## config.mk

```make
export PLATFORM = sky130hd
export DESIGN_NAME = imem_boot_loader_flat
export DESIGN_NICKNAME = d
export VERILOG_FILES = /design/src/rtl/riscv_pkg.sv /design/src/rtl/imem_boot_loader_if.sv /design/src/rtl/imem_boot_loader_word_assembler.sv /design/src/rtl/imem_boot_loader.sv /design/src/flat_wrapper.sv
export SDC_FILE = /design/constraint.sdc
export NUM_CORES = 1
export LEC_CHECK = 0
export ABC_CLOCK_PERIOD_IN_PS = 3600
export CORE_MARGIN = 8
export CORE_UTILIZATION = 56
export CTS_CLUSTER_DIAMETER = 30
export DETAILED_ROUTE_END_ITERATION = 10
export GPL_TIMING_DRIVEN = 0
export PLACE_DENSITY = 0.82
export RECOVER_POWER = 25
export SLEW_MARGIN = 20
export SYNTH_ARGS = -nofsm -noshare
export SYNTH_HDL_FRONTEND = slang
export SYNTH_SLANG_ARGS = --single-unit
```

## constraint.sdc

```tcl
create_clock -name clk -period 3.6 [get_ports clk]
set_input_delay 0.54 -clock clk [delete_from_list [all_inputs] [get_ports clk]]
set_output_delay 0.54 -clock clk [all_outputs]
set_load 0.02 [all_outputs]
```

## src/rtl/riscv_pkg.sv

```systemverilog
// Shared types and constants for the instruction-memory boot loader.
package riscv_pkg;

    localparam int INSTR_W         = 32;
    localparam int BYTES_PER_INSTR = 4;
    localparam int LANE_W          = $clog2(BYTES_PER_INSTR);

    typedef enum logic [2:0] {
        HDR_LO,
        HDR_HI,
        LOAD,
        CHK,
        DONE,
        ERR
    } loader_state_t;

    function automatic logic is_receiving(input loader_state_t st);
        return (st == HDR_LO) || (st == HDR_HI) || (st == LOAD) || (st == CHK);
    endfunction

endpackage

```

## src/rtl/imem_boot_loader_if.sv

```systemverilog
// Byte-stream input and instruction-memory write port of the boot loader.
interface imem_boot_loader_if #(
    parameter int ADDR_W = 32
);
    logic              s_valid;
    logic [7:0]        s_data;
    logic              s_ready;
    logic              imem_we;
    logic [ADDR_W-1:0] imem_addr;
    logic [31:0]       imem_wdata;

    // master: byte source and memory side; slave: the loader itself
    modport master (
        output s_valid, s_data,
        input  s_ready, imem_we, imem_addr, imem_wdata
    );

    modport slave (
        input  s_valid, s_data,
        output s_ready, imem_we, imem_addr, imem_wdata
    );
endinterface

```

## src/rtl/imem_boot_loader_word_assembler.sv

```systemverilog
// Packs accepted bytes little-endian into 32-bit words; word_done marks the
// transfer of the last byte of a word, with the full word on 'word'.
module word_assembler
    import riscv_pkg::*;
(
    input  logic               clk,
    input  logic               reset,
    input  logic               byte_valid,
    input  logic [7:0]         byte_data,
    output logic [INSTR_W-1:0] word,
    output logic               word_done
);

    logic [LANE_W-1:0]    lane;
    logic [INSTR_W-9:0]   shreg;

    always_ff @(posedge clk) begin
        if (!reset) begin
            lane  <= '0;
            shreg <= '0;
        end else if (byte_valid) begin
            lane  <= lane + 1'b1;
            shreg <= {byte_data, shreg[INSTR_W-9:8]};
        end
    end

    // Earlier bytes have been shifted down, so the current byte lands on top.
    assign word      = {byte_data, shreg};
    assign word_done = byte_valid && (lane == LANE_W'(BYTES_PER_INSTR - 1));

endmodule

```

## src/rtl/imem_boot_loader.sv

```systemverilog
// Boot loader: length header + program image byte stream into instruction
// memory, then releases the core. Optional trailing checksum: IMEM_BOOT_CHECKSUM_EN.
//
// state  | meaning
// HDR_LO | waiting for word count bits [7:0]
// HDR_HI | waiting for word count bits [15:8]
// LOAD   | receiving payload bytes, one memory write per 4 bytes
// CHK    | waiting for XOR checksum byte (checksum build only)
// DONE   | image complete, core_run high
// ERR    | load rejected, error high
module imem_boot_loader
    import riscv_pkg::*;
#(
    parameter int                ADDR_W    = 32,
    parameter logic [ADDR_W-1:0] BASE_ADDR = '0,
    parameter int                MAX_WORDS = 256
) (
    input  logic                clk,
    input  logic                reset,
    imem_boot_loader_if.slave   bus,
    output logic                core_run,
    output logic                busy,
    output logic                error,
    output logic [15:0]         words_loaded
);

    localparam logic [16:0] MAX_WORDS_C = 17'(MAX_WORDS);
`ifdef IMEM_BOOT_CHECKSUM_EN
    localparam loader_state_t FINISH_ST = CHK;
`else
    localparam loader_state_t FINISH_ST = DONE;
`endif

    loader_state_t      state, state_next;
    logic               take;
    logic [7:0]         hdr_lo;
    logic [15:0]        hdr_n;
    logic [15:0]        n_words;
    logic               last_word;
    logic [INSTR_W-1:0] asm_word;
    logic               word_done;
`ifdef IMEM_BOOT_CHECKSUM_EN
    logic [7:0]         cks_acc;
`endif

    assign take      = bus.s_valid && bus.s_ready;
    assign hdr_n     = {bus.s_data, hdr_lo};
    assign last_word = (words_loaded + 16'd1) == n_words;

    word_assembler u_asm (
        .clk        (clk),
        .reset      (reset),
        .byte_valid (take && (state == LOAD)),
        .byte_data  (bus.s_data),
        .word       (asm_word),
        .word_done  (word_done)
    );

    always_ff @(posedge clk) begin
        if (!reset) state <= HDR_LO;
        else        state <= state_next;
    end

    always_comb begin
        state_next = state;
        busy       = 1'b0;
        core_run   = 1'b0;
        error      = 1'b0;
        case (state)
            HDR_LO: if (take) state_next = HDR_HI;
            HDR_HI: begin
                busy = 1'b1;
                if (take) begin
                    if ({1'b0, hdr_n} > MAX_WORDS_C) state_next = ERR;
                    else if (hdr_n == 16'd0)         state_next = FINISH_ST;
                    else                             state_next = LOAD;
                end
            end
            LOAD: begin
                busy = 1'b1;
                if (word_done && last_word) state_next = FINISH_ST;
            end
`ifdef IMEM_BOOT_CHECKSUM_EN
            CHK: begin
                busy = 1'b1;
                if (take) state_next = (bus.s_data == cks_acc) ? DONE : ERR;
            end
`endif
            DONE:    core_run = 1'b1;
            ERR:     error    = 1'b1;
            default: state_next = ERR;
        endcase
    end

    // The write is registered so it lands the cycle after the 4th byte.
    always_ff @(posedge clk) begin
        if (!reset) begin
            bus.s_ready    <= 1'b0;
            hdr_lo         <= '0;
            n_words        <= '0;
            words_loaded   <= '0;
            bus.imem_we    <= 1'b0;
            bus.imem_addr  <= BASE_ADDR;
            bus.imem_wdata <= '0;
        end else begin
            bus.s_ready <= is_receiving(state_next);
            bus.imem_we <= word_done;
            if (take && (state == HDR_LO)) hdr_lo  <= bus.s_data;
            if (take && (state == HDR_HI)) n_words <= hdr_n;
            if (word_done) begin
                bus.imem_addr  <= BASE_ADDR + ADDR_W'({words_loaded, 2'b00});
                bus.imem_wdata <= asm_word;
                words_loaded   <= words_loaded + 16'd1;
            end
        end
    end

`ifdef IMEM_BOOT_CHECKSUM_EN
    always_ff @(posedge clk) begin
        if (!reset)                         cks_acc <= '0;
        else if (take && (state == LOAD))   cks_acc <= cks_acc ^ bus.s_data;
    end
`endif

endmodule

```

## src/flat_wrapper.sv

```systemverilog
// flat-port wrapper written by rule: the top's interface ports become plain ports
module imem_boot_loader_flat import riscv_pkg::*;
#(
    parameter int                ADDR_W    = 32,
    parameter logic [ADDR_W-1:0] BASE_ADDR = '0,
    parameter int                MAX_WORDS = 256
)
  (clk, reset, core_run, busy, error, words_loaded, bus_s_valid, bus_s_data, bus_s_ready, bus_imem_we, bus_imem_addr, bus_imem_wdata);
  imem_boot_loader_if #(.ADDR_W(ADDR_W)) bus_i ();
  input  logic clk;
  input  logic reset;
  output logic core_run;
  output logic busy;
  output logic error;
  output logic [15:0] words_loaded;
  input wire logic [$bits(bus_i.s_valid)-1:0] bus_s_valid;
  input wire logic [$bits(bus_i.s_data)-1:0] bus_s_data;
  output wire logic [$bits(bus_i.s_ready)-1:0] bus_s_ready;
  output wire logic [$bits(bus_i.imem_we)-1:0] bus_imem_we;
  output wire logic [$bits(bus_i.imem_addr)-1:0] bus_imem_addr;
  output wire logic [$bits(bus_i.imem_wdata)-1:0] bus_imem_wdata;
  assign bus_i.s_valid = bus_s_valid;
  assign bus_i.s_data = bus_s_data;
  assign bus_s_ready = bus_i.s_ready;
  assign bus_imem_we = bus_i.imem_we;
  assign bus_imem_addr = bus_i.imem_addr;
  assign bus_imem_wdata = bus_i.imem_wdata;
  imem_boot_loader #(.ADDR_W(ADDR_W), .BASE_ADDR(BASE_ADDR), .MAX_WORDS(MAX_WORDS)) u_core (.clk(clk), .reset(reset), .bus(bus_i), .core_run(core_run), .busy(busy), .error(error), .words_loaded(words_loaded));
endmodule
```

==> out/metrics.yaml <==
synthesis:
  ys_warn_count: 0
  dominantRegCellSynth: "sky130_fd_sc_hd__dfxtp_1"
  number_of_instances_in_the_synthesized_netlist: 619
  synth.top_cells.by_area: "sky130_fd_sc_hd__dfxtp_1, sky130_fd_sc_hd__nand2_1, sky130_fd_sc_hd__a21oi_1, sky130_fd_sc_hd__xnor2_1, sky130_fd_sc_hd__xor2_1"
  post_synth.cell_area_avg_um2: 8.01
  synth.lib_cells_used.distinct: 48
  post_synthesis_cell_type_with_the_largest_combined_area: "sky130_fd_sc_hd__dfxtp_1"
  synth_enable_flop_cells: 0
  synth-async-reset-ratio_pct: 0
  synthDominantCellAreaShare_pct: 48.1
  post_synth_instance_area_um2: 4960
  synth_seq_cells: 119
  ys_seq_area_share_pct: 48.1
cts:
  clock_insertion_delay_worst_skew_ps: 520
  clkTransAtPathRegs_ps: 60
  cts_resized: 0
  tritoncts: "yes"
  clk_root_buffer_cell: "sky130_fd_sc_hd__clkbuf_8"
  tritoncts.num_buffers: 17
  clock_path_buffers: 2
  postCtsSetupBuffers: 0
  postCtsHoldBufs: 0
  cts_sinks: 119
  ctsHtreeMaxLevel: 4
floorplanning:
  row_count: 34
  initial_core_util_pct: 57.4
  core_region_area_um2: 8640
  die_h_um: 110
  chipWidth_um: 110
  ios: 96
  area_enclosed_by_the_die_boundary_um2: 12100
global_routing:
  grt_start_max_net_pins: 17
  grt_pass1_wl_mm: 20.9
  antenna_found_initial: 0
  grt_overflow: 0
  groute.usage.overall_pct: 22.1
  grt_pass1_vias: 4309
power_and_ir_drop:
  post-layout-total-power_mw: 3.04
  p_leak_nw: 2.36
  ir_worst_vdd_v: 0.000375
  power.density_nw_per_um2: 469
routing:
  routed_wire_length_per_instance_um: 15.5
  dr.first_iter.drc_count: 321
  detail_route.wirelength_mm: 13.2
  drc_errors: 0
  route.vias.total: 4614
  drtAntennaViolNets: 0
  detail_route.vias_per_cell: 5.41
  drt_pass1_iterations: 5
sta:
  report.final.setup_viol: 0
  slew_headroom_pct: 3.75
  slew_violations: 0
  timing.final.crit_share_pct: 73.7
  tightestPinTransition_ps: 1430
  timing.setup.tns_ps: 0
  fmax_ghz: 0.377
  period_minus_slack_ps: 2650
  rsz0062_at_grt: "false"
  final.setup_skew_ps: 9.86
  timing.final.hold_violations: 0
setup_path:
  critical_path.endpoint_type: "output pin"
  critical_path_rt_ps: 3060
  timing.critical_path.from_type: "flip-flop"
  timing.setup.critical_path_class: "reg2out"
  arrival_ps: 2110
  critical_path_peak_fanout: 10
placement:
  detailed_place.area_um2: 5940
  dp.final_hpwl_mm: 9.61
  io_buffer_count: 79
  dp.cells: 821
  place_congestion: 0.901
cells_and_area:
  antenna-diode-count: 0
  final_layout_size_suffix_gt1_share_pct: 8.46
  num-nets-final: 745
  layoutNonFillerInstCount: 853
  area.sequential_um2: 2380
  multiInputGateArea_um2: 2300
  layout.cell_area.non_filler_um2: 6470
  fillers: 634
  synthToLayoutAreaGrowth_pct: 30.5
  post_layout_util_pct: 74.9
run_status:
  outcome: "completed"
worst_hold_path:
  worstHoldPathType: "reg2reg"
job:
  max_cap_violations: 0
## layer usage
layer	routed length, um	GRT usage, %	vias up
li1	-	-	2245
met1	5590	27.8	2138
met2	6080	34.5	202
met3	1250	5.99	29
met4	295	10.0	0
met5	0	0	-
## cells in the mapped netlist, types with 2 or more instances
cell type                  count
sky130_fd_sc_hd__nor2_1       32
sky130_fd_sc_hd__xnor2_1      19
sky130_fd_sc_hd__buf_4        17
sky130_fd_sc_hd__xor2_1       18
sky130_fd_sc_hd__nand2_1     196
sky130_fd_sc_hd__nor3_1        6
sky130_fd_sc_hd__nor3_2        2
sky130_fd_sc_hd__nand4_1       3
sky130_fd_sc_hd__nand3_1      10
sky130_fd_sc_hd__ha_1          2
sky130_fd_sc_hd__mux2i_1       8
sky130_fd_sc_hd__and3b_1       2
sky130_fd_sc_hd__buf_2         4
sky130_fd_sc_hd__nor4_1        4
sky130_fd_sc_hd__dfxtp_1     119
sky130_fd_sc_hd__or3_1         2
sky130_fd_sc_hd__nor3b_1       2
sky130_fd_sc_hd__clkbuf_1     32
sky130_fd_sc_hd__and2_1        2
sky130_fd_sc_hd__buf_1         4
sky130_fd_sc_hd__a31oi_1       2
sky130_fd_sc_hd__o21ai_0       8
sky130_fd_sc_hd__a211oi_1      4
sky130_fd_sc_hd__clkbuf_2      2
sky130_fd_sc_hd__nand3b_1      2
sky130_fd_sc_hd__a21oi_1      95
## where the power goes
| part | total [mW] | leakage [nW] | switching, mW | internal, mW |
|---|---|---|---|---|
| registers | 1.33 | 0.960 | 0.00849 | 1.33 |
| clock network | 1.57 | 0.265 | 0.644 | 0.929 |
| logic | 0.127 | 1.13 | 0.0807 | 0.0466 |
| total | 3.04 | 2.36 | 0.734 | 2.30 |
## path summary, 6_finish.rpt
kind / startpoint / endpoint / slack [ps] / depth (start not counted)
worst min register to register: u_core.bus.imem_addr[16] / u_core.bus.imem_addr[16] / 450 / 2
worst min-delay path: u_core.bus.imem_addr[16] / u_core.bus.imem_addr[16] / 450 / 2
worst max-delay path: u_core.state[1] / busy / 950 / 4
worst max register to register: u_core.words_loaded[0] / u_core.state[1] / 1050 / 7
## worst max-delay path: stages (launching register included)
cell                              delay (ps)
sky130_fd_sc_hd__dfxtp_1                 390
sky130_fd_sc_hd__clkbuf_1                370
sky130_fd_sc_hd__xnor2_1                 120
sky130_fd_sc_hd__nor2_1                  100
sky130_fd_sc_hd__clkdlybuf4s50_1         620
## logic make-up after synthesis
family	synth area share (%)
adder cells (fa/ha/maj)	0.505
other	0.0757
AND/OR/NAND/NOR	24.3
XOR/XNOR	6.54
buffers and inverters	6.06
flip-flops	48.1
AO/OA/AOI/OAI	12.6
multiplexers	1.84
## sequential cells by signal (all words and copies together), names as in the netlist
signal / count
u_core.u_asm.lane: 2
u_core.words_loaded: 16
u_core.bus.imem_we: 1
u_core.bus.imem_wdata: 32
u_core.state: 3
u_core.hdr_lo: 8
u_core.bus.imem_addr: 16
u_core.u_asm.shreg: 24
u_core.n_words: 16
u_core.bus.s_ready: 1
## per-stage QoR
step	hold slack [ps]	setup WS [ps]
2_1_floorplan	432	1410
3_3_place_gp	442	865
3_5_place_dp	447	842
4_1_cts	455	919
5_1_grt	466	839
6_report	449	948
## cells in the final DEF (no fill, tap or decap), types with 3 or more instances in the layout
cell type,instances
sky130_fd_sc_hd__nand3b_1,3
sky130_fd_sc_hd__dlygate4sd3_1,29
sky130_fd_sc_hd__conb_1,16
sky130_fd_sc_hd__a211oi_1,4
sky130_fd_sc_hd__xnor2_1,19
sky130_fd_sc_hd__a21oi_1,95
sky130_fd_sc_hd__clkbuf_16,16
sky130_fd_sc_hd__nor4_1,4
sky130_fd_sc_hd__buf_2,4
sky130_fd_sc_hd__nand4_1,3
sky130_fd_sc_hd__o21ai_0,8
sky130_fd_sc_hd__buf_4,17
sky130_fd_sc_hd__dfxtp_1,119
sky130_fd_sc_hd__nor3_1,7
sky130_fd_sc_hd__xor2_1,18
sky130_fd_sc_hd__nor3b_1,3
sky130_fd_sc_hd__nand2_1,196
sky130_fd_sc_hd__clkbuf_1,32
sky130_fd_sc_hd__clkdlybuf4s50_1,50
sky130_fd_sc_hd__mux2i_1,8
sky130_fd_sc_hd__buf_1,4
sky130_fd_sc_hd__or3_1,3
sky130_fd_sc_hd__clkinvlp_4,4
sky130_fd_sc_hd__nor2_1,32
sky130_fd_sc_hd__nand3_1,10
sky130_fd_sc_hd__inv_6,4
## area by class of cell
| cell class | count | area share [%] |
|---|---|---|
| sequential | 119 | 36.8 |
| multi-input combinational | 454 | 35.6 |
| timing repair buffer | 79 | 12.2 |
| clock buffer | 17 | 6.40 |
| buffer | 59 | 4.53 |
| clock inverter | 15 | 2.24 |
| tap | 108 | 2.09 |
| inverter | 2 | 0.116 |
Note: power is estimated with default switching activity, not from simulation.
